===== src/rtl/control_multi.sv =====
// Multicycle RV32I/RV32M control unit: Moore FSM sharing one ALU and one memory port.
// Latency: 3 cycles (branch/jal/jalr) to 5 (load), 3+MULDIV_LAT for M-ops, plus memory waits.
// Backpressure: FETCH, MEM_LD and MEM_ST hold until iMemReady; ERROR is sticky until reset.
module control_multi #(
    parameter int RV32M      = 1,
    parameter int MULDIV_LAT = 8      // legal range 1..63
) (
    input  logic        iCLK,
    input  logic        iRSTn,
    input  logic [31:0] iInstr,
    input  logic        iMemReady,
    output logic        oEscrevePC,
    output logic        oEscrevePCCond,
    output logic        oEscrevePCBack,
    output logic        oEscreveIR,
    output logic        oIouD,
    output logic        oMemRead,
    output logic        oMemWrite,
    output logic        oRegWrite,
    output logic [1:0]  oOrigAULA,
    output logic [1:0]  oOrigBULA,
    output logic [1:0]  oMem2Reg,
    output logic        oOrigPC,
    output logic [4:0]  oALUControl,
    output logic [3:0]  oState,
    output logic        oIllegal
);

    // Opcodes
    localparam logic [6:0] OPC_LOAD   = 7'b0000011;
    localparam logic [6:0] OPC_OPIMM  = 7'b0010011;
    localparam logic [6:0] OPC_AUIPC  = 7'b0010111;
    localparam logic [6:0] OPC_STORE  = 7'b0100011;
    localparam logic [6:0] OPC_RTYPE  = 7'b0110011;
    localparam logic [6:0] OPC_LUI    = 7'b0110111;
    localparam logic [6:0] OPC_BRANCH = 7'b1100011;
    localparam logic [6:0] OPC_JALR   = 7'b1100111;
    localparam logic [6:0] OPC_JAL    = 7'b1101111;

    localparam logic [6:0] F7_ZERO   = 7'b0000000;
    localparam logic [6:0] F7_ALT    = 7'b0100000;
    localparam logic [6:0] F7_MULDIV = 7'b0000001;

    // ALU operation codes shared with the datapath ALU
    localparam logic [4:0] OPAND    = 5'd0;
    localparam logic [4:0] OPOR     = 5'd1;
    localparam logic [4:0] OPXOR    = 5'd2;
    localparam logic [4:0] OPADD    = 5'd3;
    localparam logic [4:0] OPSUB    = 5'd4;
    localparam logic [4:0] OPSLT    = 5'd5;
    localparam logic [4:0] OPSLTU   = 5'd6;
    localparam logic [4:0] OPSLL    = 5'd7;
    localparam logic [4:0] OPSRL    = 5'd8;
    localparam logic [4:0] OPSRA    = 5'd9;
    localparam logic [4:0] OPLUI    = 5'd10;
    localparam logic [4:0] OPMUL    = 5'd11;
    localparam logic [4:0] OPMULH   = 5'd12;
    localparam logic [4:0] OPMULHSU = 5'd13;
    localparam logic [4:0] OPMULHU  = 5'd14;
    localparam logic [4:0] OPDIV    = 5'd15;
    localparam logic [4:0] OPDIVU   = 5'd16;
    localparam logic [4:0] OPREM    = 5'd17;
    localparam logic [4:0] OPREMU   = 5'd18;
    localparam logic [4:0] OPNULL   = 5'd31;

    localparam logic [5:0] MD_LOAD = 6'(MULDIV_LAT - 1);

    typedef enum logic [3:0] {
        S_FETCH   = 4'd0,
        S_DECODE  = 4'd1,
        S_EXEC_R  = 4'd2,
        S_EXEC_I  = 4'd3,
        S_ADDR    = 4'd4,
        S_MEM_LD  = 4'd5,
        S_MEM_ST  = 4'd6,
        S_WB_ALU  = 4'd7,
        S_WB_MEM  = 4'd8,
        S_BRANCH  = 4'd9,
        S_JAL     = 4'd10,
        S_JALR    = 4'd11,
        S_MD_WAIT = 4'd12,
        S_ERROR   = 4'd13
    } state_t;

    state_t     state, next_state, decode_next;
    logic [5:0] cnt, cnt_next;
    logic [4:0] arith_op, md_op;

    logic [6:0] opcode;
    logic [2:0] funct3;
    logic [6:0] funct7;
    logic       unused_instr_bits;

    assign opcode = iInstr[6:0];
    assign funct3 = iInstr[14:12];
    assign funct7 = iInstr[31:25];
    // Register and immediate fields belong to the datapath, not to sequencing.
    assign unused_instr_bits = ^{iInstr[24:15], iInstr[11:7]};

    // Decode legality and the state that follows DECODE.
    always_comb begin
        decode_next = S_ERROR;
        case (opcode)
            OPC_RTYPE: begin
                if (funct7 == F7_ZERO)
                    decode_next = S_EXEC_R;
                else if (funct7 == F7_ALT && (funct3 == 3'b000 || funct3 == 3'b101))
                    decode_next = S_EXEC_R;
                else if (funct7 == F7_MULDIV && RV32M != 0)
                    decode_next = S_MD_WAIT;
            end
            OPC_OPIMM: begin
                if (funct3 == 3'b001)
                    decode_next = (funct7 == F7_ZERO) ? S_EXEC_I : S_ERROR;
                else if (funct3 == 3'b101)
                    decode_next = (funct7 == F7_ZERO || funct7 == F7_ALT) ? S_EXEC_I : S_ERROR;
                else
                    decode_next = S_EXEC_I;
            end
            OPC_LUI, OPC_AUIPC: decode_next = S_EXEC_I;
            OPC_LOAD: begin
                if (funct3 != 3'b011 && funct3 != 3'b110 && funct3 != 3'b111)
                    decode_next = S_ADDR;
            end
            OPC_STORE:  if (funct3 <= 3'b010) decode_next = S_ADDR;
            OPC_BRANCH: if (funct3 != 3'b010 && funct3 != 3'b011) decode_next = S_BRANCH;
            OPC_JAL:    decode_next = S_JAL;
            OPC_JALR:   if (funct3 == 3'b000) decode_next = S_JALR;
            default:    decode_next = S_ERROR;
        endcase
    end

    // ALU codes for base arithmetic (R and I forms) and for the M extension.
    always_comb begin
        arith_op = OPNULL;
        md_op    = OPNULL;
        case (funct3)
            3'b000: arith_op = (opcode == OPC_RTYPE && funct7[5]) ? OPSUB : OPADD;
            3'b001: arith_op = OPSLL;
            3'b010: arith_op = OPSLT;
            3'b011: arith_op = OPSLTU;
            3'b100: arith_op = OPXOR;
            3'b101: arith_op = funct7[5] ? OPSRA : OPSRL;
            3'b110: arith_op = OPOR;
            3'b111: arith_op = OPAND;
        endcase
        case (funct3)
            3'b000: md_op = OPMUL;
            3'b001: md_op = OPMULH;
            3'b010: md_op = OPMULHSU;
            3'b011: md_op = OPMULHU;
            3'b100: md_op = OPDIV;
            3'b101: md_op = OPDIVU;
            3'b110: md_op = OPREM;
            3'b111: md_op = OPREMU;
        endcase
    end

    // State register and MUL/DIV wait counter.
    always_ff @(posedge iCLK or negedge iRSTn) begin
        if (!iRSTn) begin
            state <= S_FETCH;
            cnt   <= '0;
        end else begin
            state <= next_state;
            cnt   <= cnt_next;
        end
    end

    // Next state and control outputs; everything forced low while in reset.
    always_comb begin
        next_state     = state;
        cnt_next       = cnt;
        oEscrevePC     = 1'b0;
        oEscrevePCCond = 1'b0;
        oEscrevePCBack = 1'b0;
        oEscreveIR     = 1'b0;
        oIouD          = 1'b0;
        oMemRead       = 1'b0;
        oMemWrite      = 1'b0;
        oRegWrite      = 1'b0;
        oOrigAULA      = 2'b00;
        oOrigBULA      = 2'b00;
        oMem2Reg       = 2'b00;
        oOrigPC        = 1'b0;
        oALUControl    = OPNULL;
        oIllegal       = 1'b0;
        oState         = state;
        case (state)
            S_FETCH: begin
                oMemRead    = 1'b1;
                oOrigAULA   = 2'b01;
                oOrigBULA   = 2'b01;
                oALUControl = OPADD;
                if (iMemReady) begin
                    oEscreveIR     = 1'b1;
                    oEscrevePC     = 1'b1;
                    oEscrevePCBack = 1'b1;
                    next_state     = S_DECODE;
                end
            end
            S_DECODE: begin
                // Speculative branch/jump target: PCBack + imm into ALUOut.
                oOrigAULA   = 2'b10;
                oOrigBULA   = 2'b10;
                oALUControl = OPADD;
                next_state  = decode_next;
                if (decode_next == S_MD_WAIT)
                    cnt_next = MD_LOAD;
            end
            S_EXEC_R: begin
                oALUControl = arith_op;
                next_state  = S_WB_ALU;
            end
            S_EXEC_I: begin
                oOrigBULA  = 2'b10;
                next_state = S_WB_ALU;
                if (opcode == OPC_LUI)
                    oALUControl = OPLUI;
                else if (opcode == OPC_AUIPC) begin
                    oOrigAULA   = 2'b10;
                    oALUControl = OPADD;
                end else
                    oALUControl = arith_op;
            end
            S_MD_WAIT: begin
                oALUControl = md_op;
                if (cnt == 6'd0)
                    next_state = S_WB_ALU;
                else
                    cnt_next = cnt - 6'd1;
            end
            S_WB_ALU: begin
                oRegWrite  = 1'b1;
                next_state = S_FETCH;
            end
            S_ADDR: begin
                oOrigBULA   = 2'b10;
                oALUControl = OPADD;
                next_state  = (opcode == OPC_LOAD) ? S_MEM_LD : S_MEM_ST;
            end
            S_MEM_LD: begin
                oMemRead = 1'b1;
                oIouD    = 1'b1;
                if (iMemReady)
                    next_state = S_WB_MEM;
            end
            S_WB_MEM: begin
                oRegWrite  = 1'b1;
                oMem2Reg   = 2'b10;
                next_state = S_FETCH;
            end
            S_MEM_ST: begin
                oMemWrite = 1'b1;
                oIouD     = 1'b1;
                if (iMemReady)
                    next_state = S_FETCH;
            end
            S_BRANCH: begin
                oALUControl    = OPSUB;
                oEscrevePCCond = 1'b1;
                oOrigPC        = 1'b1;
                next_state     = S_FETCH;
            end
            S_JAL: begin
                oRegWrite  = 1'b1;
                oMem2Reg   = 2'b01;
                oEscrevePC = 1'b1;
                oOrigPC    = 1'b1;
                next_state = S_FETCH;
            end
            S_JALR: begin
                oOrigBULA   = 2'b10;
                oALUControl = OPADD;
                oEscrevePC  = 1'b1;
                oRegWrite   = 1'b1;
                oMem2Reg    = 2'b01;
                next_state  = S_FETCH;
            end
            S_ERROR: begin
                oIllegal = 1'b1;
            end
            default: next_state = S_FETCH;
        endcase
        if (!iRSTn) begin
            oEscrevePC     = 1'b0;
            oEscrevePCCond = 1'b0;
            oEscrevePCBack = 1'b0;
            oEscreveIR     = 1'b0;
            oIouD          = 1'b0;
            oMemRead       = 1'b0;
            oMemWrite      = 1'b0;
            oRegWrite      = 1'b0;
            oOrigAULA      = 2'b00;
            oOrigBULA      = 2'b00;
            oMem2Reg       = 2'b00;
            oOrigPC        = 1'b0;
            oALUControl    = 5'd0;
            oIllegal       = 1'b0;
            oState         = 4'd0;
        end
    end

endmodule


===== config.mk =====
export PLATFORM = sky130hd
export DESIGN_NAME = control_multi
export DESIGN_NICKNAME = d
export VERILOG_FILES = /design/src/rtl/control_multi.sv
export SDC_FILE = /design/constraint.sdc
export NUM_CORES = 1
export LEC_CHECK = 0
export CAP_MARGIN = 0
export CORE_UTILIZATION = 44
export DETAILED_ROUTE_END_ITERATION = 6
export PLACE_DENSITY_LB_ADDON = 0.05
export SYNTH_ARGS = -nofsm -noshare
export SYNTH_HDL_FRONTEND = slang
export SYNTH_SLANG_ARGS = --single-unit

===== constraint.sdc =====
create_clock -name iCLK -period 2.8 [get_ports iCLK]
set_input_delay 0.56 -clock iCLK [delete_from_list [all_inputs] [get_ports iCLK]]
set_output_delay 0.56 -clock iCLK [all_outputs]
set_load 0.05 [all_outputs]

==> impl_metrics.json, run 1 <==
{
  "hp-class": "reg -> reg",
  "grt.total_usage_pct": 27.2,
  "layout-drive-gt1-share_pct": 33.5,
  "synth_area_leaders": "dfrtp_1 (16%), ha_1 (5.8%), nand2_1 (4.7%)",
  "finClkSkew_ns": 0.000754,
  "numCtsBuffers": 3,
  "gp_congestion": 0.942,
  "htreeDepth": 1,
  "min_path_cells": 1,
  "r2r_start": "state[2]",
  "cp-start-kind": "input pin",
  "worst_hold_startpoint": "cnt[0]",
  "numClockSinks": 10,
  "wl_mm": 4.88,
  "period_share_pct": 98.4,
  "drt_iter0_markers": 115,
  "grt_pass1_wl_mm": 7.66,
  "diodes": 0,
  "setup_violations": 0,
  "syn_nets": 252,
  "dieArea_mm2": 0.00369,
  "post_drt_wl_per_cell_um": 15.3,
  "r2r_slack_ns": 0.63,
  "status": "finished clean",
  "internal_power_mw": 0.918,
  "crit_cells": 8,
  "cp_max_fo": 5,
  "fmax_ghz": 0.363,
  "p_leak_nw": 1.06,
  "ant_nets": 0,
  "synth-seq-area-share_pct": 16.5,
  "clock_power_share_pct": 5.1,
  "path_buf_inv": 2,
  "ys_seq_elements": 10,
  "synth_warnings": 0,
  "power_frac_comb_pct": 79.8,
  "fillCellCount": 233,
  "clk_pin_slew_ns": 0.06,
  "post-dp-hpwl_mm": 3.81,
  "final-max-slew-violation-count": 0,
  "peakVddDrop_mv": 0.515,
  "maxCapViolCount": 0,
  "syn_avg_cell_area_um2": 7.24,
  "num_vias": 1872,
  "cp.required_ns": 2.24,
  "synth_cells": 210,
  "multi_input_comb_area_mm2": 0.00125,
  "clkLatencyLatePin_ns": 0.27,
  "rr_worst_depth": 7,
  "core_area_mm2": 0.00315,
  "rows": 20,
  "dp.cells": 316,
  "synth_edf_count": 0,
  "io_buffers": 44,
  "yosysUniqueCellTypes": 65,
  "boundaryPins": 60,
  "stdcell_count": 319,
  "cellPowerDensity_mw_per_mm2": 765,
  "synth_top_area_share_pct": 16.5,
  "seqPwrFrac_pct": 15.2,
  "synth_flop_cell": "dfrtp_1",
  "die_x_um": 60.8,
  "holdWs_ns": 0.503,
  "remaining_drc_errors": 0,
  "fin_nets": 319,
  "tightest_slew_ns": 0.489,
  "r2r-end": "cnt[0]",
  "cp.arrival_ns": 2.19,
  "clockBufferDepth": 2,
  "endpoint_kind": "primary output",
  "grt_overflow": 0,
  "grt_pass1_vias": 1687,
  "cts_tree": "done",
  "cp_slowest_cell": "clkdlybuf4s50_1",
  "areaGrowthSynthToFinish_pct": 67.2,
  "fin_ws_ns": 0.0458,
  "criticalPathCategory": "in -> out",
  "p_sw_mw": 1.03,
  "synthArstFlopShare_pct": 100,
  "viasPerCell": 5.87,
  "place_ws_ns": -0.318,
  "start_util_pct": 48.2,
  "grt_max_degree": 19,
  "min_period_ns": 2.75,
  "root_buffer": "clkbuf_4",
  "place_area_mm2": 0.00244,
  "yosysTopAreaCell": "dfrtp_1",
  "final_util_pct": 80.6,
  "fp.dieH_um": 60.8,
  "p_sw_share_pct": 52.8,
  "critPathMaxStageDelay_ns": 0.53,
  "antenna_found_initial": 0,
  "cp_cell_sequence": "clkdlybuf4s50_1, nand2b_4, nor2_4, nand2_1, mux2i_1, a31o_2, a22o_1, buf_12",
  "slew_headroom_pct": 66.6,
  "path_delay_family": "buffers and inverters",
  "synth_area_mm2": 0.00152,
  "fin_area_mm2": 0.00254,
  "worstHoldEndpoint": "cnt[0]",
  "hold_viol_final": 0,
  "seqCellArea_um2": 250,
  "dr.pass1.iters": 4
}
[stage by stage]
step	setup TNS (ns)	power [mW]
finish	0	1.94
CTS	0	1.91
global placement	-0.902	1.76
global route	-0.0146	2.05
floorplan	0	1.19
detailed placement	-1.28	1.80
[cell usage after synthesis, types with 3 or more instances]
cell / instances
inv_1: 12
o21ai_1: 3
a21oi_1: 14
nor2b_1: 3
nor3b_1: 4
or4_1: 3
clkbuf_1: 6
buf_2: 3
ha_1: 7
o21ai_0: 14
nand2_1: 19
o31ai_1: 4
or2_2: 3
a31oi_1: 4
nor3_1: 8
inv_2: 3
dfrtp_1: 10
nand2b_1: 5
nand3_1: 3
and2_1: 5
nor2_1: 17
and3_1: 4
[cells by family after synthesis]
family	synth area share, %
and+or+nand+nor	35.6
xor gates and xnor gates	1.73
muxes	0.658
AOI/OAI and AO/OA	32.3
adders and majority gates	5.76
DFF	16.5
buffers and inverters	7.41
[cells in the final DEF (no fill, tap or decap), types with 4 or more instances in the layout]
cell type        count
a21oi_1             14
and2_1               5
and3_1               4
buf_12              24
buf_4               28
clkdlybuf4s50_1     14
dfrtp_1             10
ha_1                 4
inv_1               10
inv_2                5
nand2_1             19
nand2b_1             4
nor2_1              16
nor3_1               6
nor3_2               4
o21ai_0             13
o21ai_1              4
[registers in the layout, summed over array words and instances, names as in the netlist]
| name | count |
|---|---|
| state | 4 |
| cnt | 6 |
[how the worst max path moves through the flow]
stage / from / end / slack (ns)
after floorplan: state[2] / oEscrevePC / 0.02
after global placement: iInstr[12] / oALUControl[0] / -0.28
after detailed placement: iInstr[12] / oALUControl[0] / -0.32
after CTS: iInstr[13] / oALUControl[0] / 0.002
after global routing: iInstr[4] / oALUControl[2] / -0.01
final: iInstr[4] / oALUControl[3] / 0.05
[power groups by stage]
stage,Sequential (mW),Combinational (mW),Clock [mW]
floorplan,0.237,0.949,0
global placement,0.290,1.47,0
detailed placement,0.294,1.51,0
CTS,0.292,1.52,0.102
global route,0.304,1.64,0.108
finish,0.295,1.55,0.0988
[worst register-to-register path, stage by stage, from the launching register on]
cell and delay, ns:
dfrtp_1 0.50, nor2_2 0.48, nand2_1 0.18, or4b_1 0.51
nor3_2 0.12, buf_4 0.15, nor3_1 0.05, a21oi_1 0.11
[final cells by class]
cell class,instances,area share [%]
Sequential cell,10,9.84
Multi-Input combinational cell,173,49.0
Inverter,15,2.21
Clock buffer,3,0.886
Tap cell,44,2.17
Timing Repair Buffer,74,35.9
[routing by layer]
| layer | wire, µm | vias to the layer above | share of wire (%) | GRT usage [%] |
|---|---|---|---|---|
| met2 | 2450 | 87 | 50 | 48.0 |
| met1 | 2040 | 865 | 42 | 35.2 |
| met3 | 342 | 10 | 7.0 | 4.26 |
| met5 | 0 | - | 0 | 0 |
| li1 | - | 910 | - | - |
| met4 | 40 | 0 | 0.82 | 5.19 |
[what timing repair did]
item,4_1_cts,5_1_grt
endpoints found under the setup margin,5,5
gates resized for setup,15,15
pin swaps,4,4
hold buffers,0,0
gates cloned,0,0
setup buffers,0,0
(Power assumes the default switching activity.)
==> inputs of run 2 (changes only) <==
--- a/config.mk
+++ b/config.mk
@@ -5,8 +5,9 @@
 export SDC_FILE = /design/constraint.sdc
 export NUM_CORES = 1
 export LEC_CHECK = 0
+export ABC_AREA = 1
 export CAP_MARGIN = 0
-export CORE_UTILIZATION = 44
+export CORE_UTILIZATION = 46
 export DETAILED_ROUTE_END_ITERATION = 6
 export PLACE_DENSITY_LB_ADDON = 0.05
 export SYNTH_ARGS = -nofsm -noshare
==> constraint.sdc (replaced) <==
create_clock -name iCLK -period 3.03 [get_ports iCLK]
set_input_delay 0.606 -clock iCLK [delete_from_list [all_inputs] [get_ports iCLK]]
set_output_delay 0.606 -clock iCLK [all_outputs]
set_load 0.05 [all_outputs]
==> impl_metrics.json, run 2 <==
{
  "path_delay_family": "simple AND/OR/NAND/NOR gates",
  "grt_pass1_vias": 1893,
  "boundaryPins": 60,
  "synth-seq-area-share_pct": 14.7,
  "p_leak_nw": 1.39,
  "worst_hold_startpoint": "cnt[5]",
  "grt_setup_unrepaired": "false",
  "io_buffers": 44,
  "cp_cell_sequence": "clkdlybuf4s50_1, nand2_2, nor2_8, nand2_2, inv_2, nand2_1, nand3_4, nand3b_1, o21ai_1, nor2_1, nor2_1, buf_12",
  "slew_headroom_pct": 71.9,
  "synth_edf_count": 0,
  "finClkSkew_ns": 0.00869,
  "min_period_ns": 2.88,
  "numCtsBuffers": 3,
  "synth_area_mm2": 0.00170,
  "fin_nets": 399,
  "maxCapViolCount": 0,
  "fmax_ghz": 0.348,
  "cp_slowest_cell": "clkdlybuf4s50_1",
  "r2r_slack_ns": 1.34,
  "criticalPathCategory": "in -> out",
  "final-max-slew-violation-count": 0,
  "stdcell_count": 402,
  "rr_worst_depth": 8,
  "root_buffer": "clkbuf_8",
  "critPathMaxStageDelay_ns": 0.47,
  "min_path_cells": 2,
  "tightest_slew_ns": 0.421,
  "worstHoldEndpoint": "cnt[5]",
  "ant_nets": 0,
  "grt_pass1_wl_mm": 7.80,
  "setup_violations": 0,
  "syn_nets": 338,
  "start_util_pct": 49.4,
  "syn_avg_cell_area_um2": 5.74,
  "endpoint_kind": "primary output",
  "post_drt_wl_per_cell_um": 11.1,
  "core_area_mm2": 0.00344,
  "die_x_um": 62.8,
  "largest-register": "cnt",
  "grt.total_usage_pct": 24.5,
  "wl_mm": 4.47,
  "r2r_start": "state[2]",
  "synth_commonest_cells": "nand2_1 (63), nor2_1 (49), inv_1 (39), nand3_1 (29), inv_2 (13)",
  "post-dp-hpwl_mm": 3.68,
  "diodes": 0,
  "gp_congestion": 0.944,
  "layout-drive-gt1-share_pct": 28.1,
  "yosysTopAreaCell": "dfrtp_1",
  "grt_overflow": 0,
  "r2r-end": "state[0]",
  "clkLatencyLatePin_ns": 0.24,
  "hold_viol_final": 0,
  "final_common_cell": "nand2_1",
  "period_share_pct": 94.9,
  "cp.arrival_ns": 2.27,
  "fp.dieH_um": 62.8,
  "cellPowerDensity_mw_per_mm2": 692,
  "peakVddDrop_mv": 0.728,
  "synthArstFlopShare_pct": 100,
  "synth_warnings": 0,
  "clk_pin_slew_ns": 0.05,
  "status": "finished clean",
  "viasPerCell": 5.08,
  "yosysUniqueCellTypes": 32,
  "remaining_drc_errors": 0,
  "clockBufferDepth": 2,
  "cp_max_fo": 4,
  "ys_seq_elements": 10,
  "dp.cells": 398,
  "grt_max_degree": 15,
  "largest_register_ffs": 6,
  "num_vias": 2042,
  "cp-start-kind": "input pin",
  "drt_iter0_markers": 69,
  "numClockSinks": 10,
  "final_cell_mix": "nand2_1 (60), nor2_1 (49), inv_1 (39), nand3_1 (28), buf_12 (25)",
  "fillCellCount": 270,
  "antenna_found_initial": 0,
  "synth_area_leaders": "dfrtp_1 (15%), nand2_1 (14%), nor2_1 (11%)",
  "cts_tree": "done",
  "hp-class": "reg -> reg",
  "p_total_mw": 1.82,
  "synth_top_area_share_pct": 14.7,
  "htreeDepth": 1,
  "dr.pass1.iters": 4,
  "dieArea_mm2": 0.00394,
  "rows": 21,
  "top_regs": "cnt x6, state x4",
  "synth_flop_cell": "dfrtp_1",
  "cp.required_ns": 2.42,
  "synth_cells": 296,
  "areaGrowthSynthToFinish_pct": 54.6,
  "path_buf_inv": 3,
  "yosysMostFrequentCell": "nand2_1"
}
-- run 2: cell count changes after synthesis, moves of 6 or more --
cell / before / now
inv_1: 12 / 39
nand3_1: 3 / 29
nand2_2: 1 / 10
inv_2: 3 / 13
nand2_1: 19 / 63
nor2_1: 17 / 49
nor2_2: 1 / 8
o21ai_0: 14 / 8
-- run 2: routing by layer --
layer  global-route usage [%]  part of all wire, %  vias to the layer above
met1                     29.8                   42                      882
met3                     7.12                  9.1                        6
li1                         -                    -                     1058
met4                     7.56                  1.3                        0
met2                     41.3                   47                       96
met5                        0                    0                        -
-- run 2: worst max-delay path by stage --
stage | from | to | slack (ns) | cells past startpoint
detailed placement | iInstr[12] | oALUControl[0] | -0.02 | 13
global placement | iInstr[13] | oALUControl[0] | 0.03 | 12
finish | iInstr[1] | oALUControl[2] | 0.15 | 12
global route | iInstr[3] | oALUControl[0] | 0.01 | 15
floorplan | iInstr[13] | oALUControl[0] | 0.14 | 7
CTS | iInstr[13] | oALUControl[0] | 0.01 | 13
-- run 2: per-stage QoR --
stage | hold WS (ns) | TNS, ns | instance area [µm²] | util, % | setup WS (ns)
6_report | 0.529 | 0 | 2630 | 76.4 | 0.154
5_1_grt | 0.573 | 0 | 2630 | 76.4 | 0.0136
2_1_floorplan | 0.310 | 0 | 1700 | - | 0.144
4_1_cts | 0.525 | 0 | 2610 | 75.9 | 0.0105
3_5_place_dp | 0.511 | -0.0179 | 2540 | 73.9 | -0.0179
3_3_place_gp | 0.496 | 0 | 2540 | 73.9 | 0.0304
-- run 2: timing repair --
item | 4_1_cts | 5_1_grt
pin swaps | 1 | 2
hold buffers | 0 | 0
resized for setup | 4 | 5
setup buffers | 0 | 0
setup endpoints to repair | 1 | 4
-- run 2: tightest hold or removal path, delay by kind of cell (launching register included) --
| kind | cells | cell delay, ns |
|---|---|---|
| simple gates | 2 | 0.15 |
| flops | 1 | 0.35 |
-- run 2: logic make-up after synthesis --
family	Yosys count	synth area share (%)
and+or+nand+nor	184	53.7
DFF	10	14.7
adders and majority gates	7	5.15
AOI/OAI and AO/OA	37	12.7
buffers and inverters	58	13.7
-- run 2: area by class of cell --
class | instances | area, µm² | share of cell area [%]
Tap cell | 46 | 57.6 | 2.19
Sequential cell | 10 | 250 | 9.52
Inverter | 53 | 201 | 7.66
Multi-Input combinational cell | 228 | 1240 | 47.3
Timing Repair Buffer | 61 | 822 | 31.3
Clock buffer | 4 | 55.1 | 2.09
-- run 2: report_power, final --
part / switching, mW / internal (mW) / leakage, nW
logic: 0.853 / 0.567 / 1.24
clock network: 0.0523 / 0.114 / 0.0288
registers: 0.0549 / 0.177 / 0.122
